File: src/rtl/lns_lut_arbiter.sv
// Two-requester arbiter in front of a shared combinational Gaussian-log LUT (F_3/F_4).
// Round-robin priority, one-cycle registered responses, saturating conflict counter.
module lns_lut_arbiter #(
  parameter int PRIO_INIT = 0,
  parameter int CNT_W     = 8
) (
  input  logic                    clk,
  input  logic                    n_rst,
  input  logic [1:0]              req_valid,
  output logic [1:0]              req_ready,
  input  logic [1:0]              req_sel,
  input  logic [5:0]              req_z0,
  input  logic [5:0]              req_z1,
  output logic                    lut_sel,
  output logic [5:0]              lut_z,
  input  logic signed [10:0]      lut_out,
  output logic [1:0]              rsp_valid,
  input  logic [1:0]              rsp_ready,
  output logic signed [10:0]      rsp_data0,
  output logic signed [10:0]      rsp_data1,
  output logic [CNT_W-1:0]        conflict_cnt,
  output logic                    busy
);

  logic                   ptr_q, ptr_d;
  logic [1:0]             rsp_valid_q, rsp_valid_d;
  logic signed [10:0]     rsp_data0_q, rsp_data0_d;
  logic signed [10:0]     rsp_data1_q, rsp_data1_d;
  logic [CNT_W-1:0]       cnt_q, cnt_d;

  logic [1:0]             elig;
  logic [1:0]             grant;
  logic                   g_sel;
  logic [5:0]             g_z;

  // A requester whose previous result is still unread cannot be granted.
  assign elig = req_valid & (~rsp_valid_q | rsp_ready);

  always_comb begin
    grant = elig;
    if (elig == 2'b11) grant = ptr_q ? 2'b10 : 2'b01;

    g_sel = 1'b0;
    g_z   = '0;
    if (grant[0]) begin
      g_sel = req_sel[0];
      g_z   = req_z0;
    end else if (grant[1]) begin
      g_sel = req_sel[1];
      g_z   = req_z1;
    end
  end

  assign req_ready = grant;
  assign lut_sel   = g_sel;
  // The coarse table has only 32 entries, so the top index bit is forced low.
  assign lut_z     = g_sel ? g_z : {1'b0, g_z[4:0]};

  always_comb begin
    ptr_d       = ptr_q;
    rsp_valid_d = rsp_valid_q;
    rsp_data0_d = rsp_data0_q;
    rsp_data1_d = rsp_data1_q;
    cnt_d       = cnt_q;

    if (grant[0]) ptr_d = 1'b1;
    if (grant[1]) ptr_d = 1'b0;

    if (grant[0]) begin
      rsp_valid_d[0] = 1'b1;
      rsp_data0_d    = lut_out;
    end else if (rsp_ready[0]) begin
      rsp_valid_d[0] = 1'b0;
    end

    if (grant[1]) begin
      rsp_valid_d[1] = 1'b1;
      rsp_data1_d    = lut_out;
    end else if (rsp_ready[1]) begin
      rsp_valid_d[1] = 1'b0;
    end

    if (elig == 2'b11 && cnt_q != {CNT_W{1'b1}}) cnt_d = cnt_q + 1'b1;
  end

  always_ff @(posedge clk or negedge n_rst) begin
    if (!n_rst) begin
      ptr_q       <= PRIO_INIT[0];
      rsp_valid_q <= 2'b00;
      rsp_data0_q <= '0;
      rsp_data1_q <= '0;
      cnt_q       <= '0;
    end else begin
      ptr_q       <= ptr_d;
      rsp_valid_q <= rsp_valid_d;
      rsp_data0_q <= rsp_data0_d;
      rsp_data1_q <= rsp_data1_d;
      cnt_q       <= cnt_d;
    end
  end

  assign rsp_valid    = rsp_valid_q;
  assign rsp_data0    = rsp_data0_q;
  assign rsp_data1    = rsp_data1_q;
  assign conflict_cnt = cnt_q;
  assign busy         = (|req_valid) | (|rsp_valid_q);

endmodule
File: config.mk
export PLATFORM = sky130hd
export DESIGN_NAME = lns_lut_arbiter
export DESIGN_NICKNAME = d
export VERILOG_FILES = /design/src/rtl/lns_lut_arbiter.sv
export SDC_FILE = /design/constraint.sdc
export NUM_CORES = 1
export LEC_CHECK = 0
export CAP_MARGIN = 20
export CORE_ASPECT_RATIO = 1.25
export CORE_MARGIN = 2
export CORE_UTILIZATION = 43
export DETAILED_ROUTE_END_ITERATION = 10
export PLACE_DENSITY = 0.85
export SLEW_MARGIN = 20
export SYNTH_ARGS = -nofsm -noshare
export SYNTH_HDL_FRONTEND = slang
export SYNTH_SLANG_ARGS = --single-unit
File: constraint.sdc
create_clock -name clk -period 3 [get_ports clk]
set_clock_uncertainty 0.05 [all_clocks]
set_input_delay 0.6 -clock clk [delete_from_list [all_inputs] [get_ports clk]]
set_output_delay 0.6 -clock clk [all_outputs]
set_load 0.05 [all_outputs]
==> reports/results.ini <==
[floorplanning]
rows = 23
die_x_um = 56.7
io_pins = 73
initial_core_util_pct = 45.9
die_area_mm2 = 0.00396
core_mm2 = 0.00325
die_height_um = 69.8

[placement]
gp_congestion = 0.730
place_area_mm2 = 0.00237
post-dp-hpwl_mm = 2.95
io_buffers = 72

[routing]
first_pass_iters = 4
drt_iter0_drc = 23
vias_per_cell = 5.29
wl_per_cell_um = 16.9
ant_nets = 0
wl_mm = 3.78
vias = 1184
drc = 0

[grt]
grt_overflow_total = 0
grt_pass1_vias = 1220
grt_pass1_wl_mm = 6.02
grt_max_degree = 34
globalRouteTotalUtil_pct = 19.8
antenna_found_initial = 0

[worst_setup_path]
critPathKind = primary input to output port
critPathCaptureType = output port
start_kind = primary input
path_max_fanout = 7
worstPathRequired_ps = 2350
arrival_ps = 2220

[clock_network]
ctsHoldBuffers = 0
cts-resized-gates = 0
cts_made_buffers = 5
insertion_delay_ps = 280
clockRootBuffer = clkbuf_8
cts.path.max_buffers = 2
cts_tree = built
clk_pin_slew_ps = 60
post_cts_buffers = 0
cts_num_sinks = 33
htreeDepth = 2

[sta]
fin_crit_sh_pct = 95.7
hold_viol = 0
setup_viol = 0
tightest_slew_ps = 523
rsz0062_at_grt = no
slew_headroom_pct = 65.0
fin_crit_ps = 2870
drv_slew = 0
fmax_ghz = 0.348
fin_setup_tns_ps = 0

[hold_path]
hold_class = flop to flop

[synthesis]
syn_area_mm2 = 0.00149
synth.net_count = 136
ys_types = 33
synth_area_leaders = dfrtp_1 (55%), mux2_4 (10%), mux2_1 (9.1%), xor2_1 (4.1%), a22o_1 (3.5%)
ys_ff_latch = 33
yosysSeqAreaShare_pct = 55.4
yosysTopAreaCell = dfrtp_1
synth_warnings = 0
syn_avg_cell_area_um2 = 14.3
netlist_instances = 104
synth.top_cell.area_share_pct = 55.4

[flow_run]
maxCapViolCount = 0

[pwr]
peakVddDrop_v = 0.000655
power.leakage_nw = 1.07
power.density_mw_per_mm2 = 863
p_total_mw = 2.12

[layout]
layout_commonest_cell = clkdlybuf4s50_1
num_antenna_cells = 0
layout_common_cells = clkdlybuf4s50_1 (62), dfrtp_1 (33), mux2_1 (12)
final_area_mm2 = 0.00246
nNetsFinal = 218
drive_gt1_share_pct = 22.5
register_area_um2 = 826
n_fill_cell = 205
multiInputGateArea_um2 = 634
syn_to_final_growth_pct = 64.8

[outcome]
status = completed

[synth_stat cells]
master / n
o311a_1: 1
inv_1: 1
and2b_1: 1
nand2b_4: 1
ha_1: 1
nor2_1: 2
a31oi_1: 1
mux2_2: 1
a21o_1: 1
nand2b_1: 1
nand2_1: 2
inv_2: 1
or4_1: 1
a22o_1: 6
xor2_1: 7
nor3_1: 1
nand4_1: 1
buf_6: 2
a311oi_2: 1
a21oi_1: 2
nor4b_2: 1
nand4_2: 1
dfrtp_1: 33
mux2_4: 10
a32oi_1: 1
nand3_1: 3
nor4_1: 3
nor3b_1: 1
buf_4: 1
nor2_2: 1
or2_2: 1
buf_2: 1
mux2_1: 12
[cells by family (layout without fill, tap and decap cells)]
family	Yosys count	count (layout)	synth area share, %
DFF	33	33	55.4
muxes	23	23	19.9
and+or+nand+nor	21	21	9.56
AOI/OAI and AO/OA	13	13	7.38
xor gates and xnor gates	7	7	4.11
buffers and inverters	6	89	2.85
adders and majority gates	1	1	0.839
[layer usage]
layer / global-route usage, % / share of wire, % / vias to the layer above
li1: - / - / 543
met1: 22.1 / 36 / 580
met2: 34.6 / 56 / 53
met3: 5.04 / 6.1 / 8
met4: 8.73 / 1.9 / 0
met5: 0 / 0 / -
[area by class of cell]
type	count	share of cell area, %
sequential	33	33.6
timing repair buffer	79	35.0
clock buffer	6	2.95
multi-input combinational	65	25.8
tap	37	1.88
clock inverter	2	0.407
inverter	2	0.305
[worst max-delay path, stage by stage]
cell             delay, ps
clkdlybuf4s50_1        480
and2b_1                220
a311oi_4               360
buf_4                  210
a22o_1                 200
buf_12                 150
[where the power goes]
group	leakage [nW]	switching [mW]	internal (mW)
combinational	0.633	0.684	0.444
sequential	0.391	0.107	0.569
clock	0.0450	0.156	0.161
[registers in the layout, indices dropped and copies added (netlist names)]
name          flops
ptr_q             1
rsp_data1        11
rsp_valid         2
rsp_data0        11
conflict_cnt      8
[stage by stage]
| stage | std cells | setup WS (ps) | util, % | hold slack, ps |
|---|---|---|---|---|
| after global routing | 224 | 48.1 | 75.6 | 462 |
| after global placement | 216 | 162 | 73.0 | 418 |
| after detailed placement | 216 | 66.6 | 73.0 | 431 |
| final | 224 | 130 | 75.6 | 440 |
| after floorplan | 104 | 36.5 | - | 254 |
| after CTS | 224 | 67.7 | 75.6 | 447 |
[worst paths after layout]
check | slack (ps) | cells after the start | endpoint | from
max | 130 | 6 | lut_z[0] | rsp_ready[0]
min | 440 | 1 | rsp_data0[4] | rsp_data0[4]
max reg2reg | 1230 | 4 | rsp_data1[9] | rsp_valid[0]
min reg2reg | 440 | 1 | rsp_data0[4] | rsp_data0[4]
max in group asynchronous | 1940 | 2 | rsp_data0[6] | n_rst
min in group asynchronous | 660 | 2 | rsp_valid[1] | n_rst
Power figures use the tool's default switching activity.
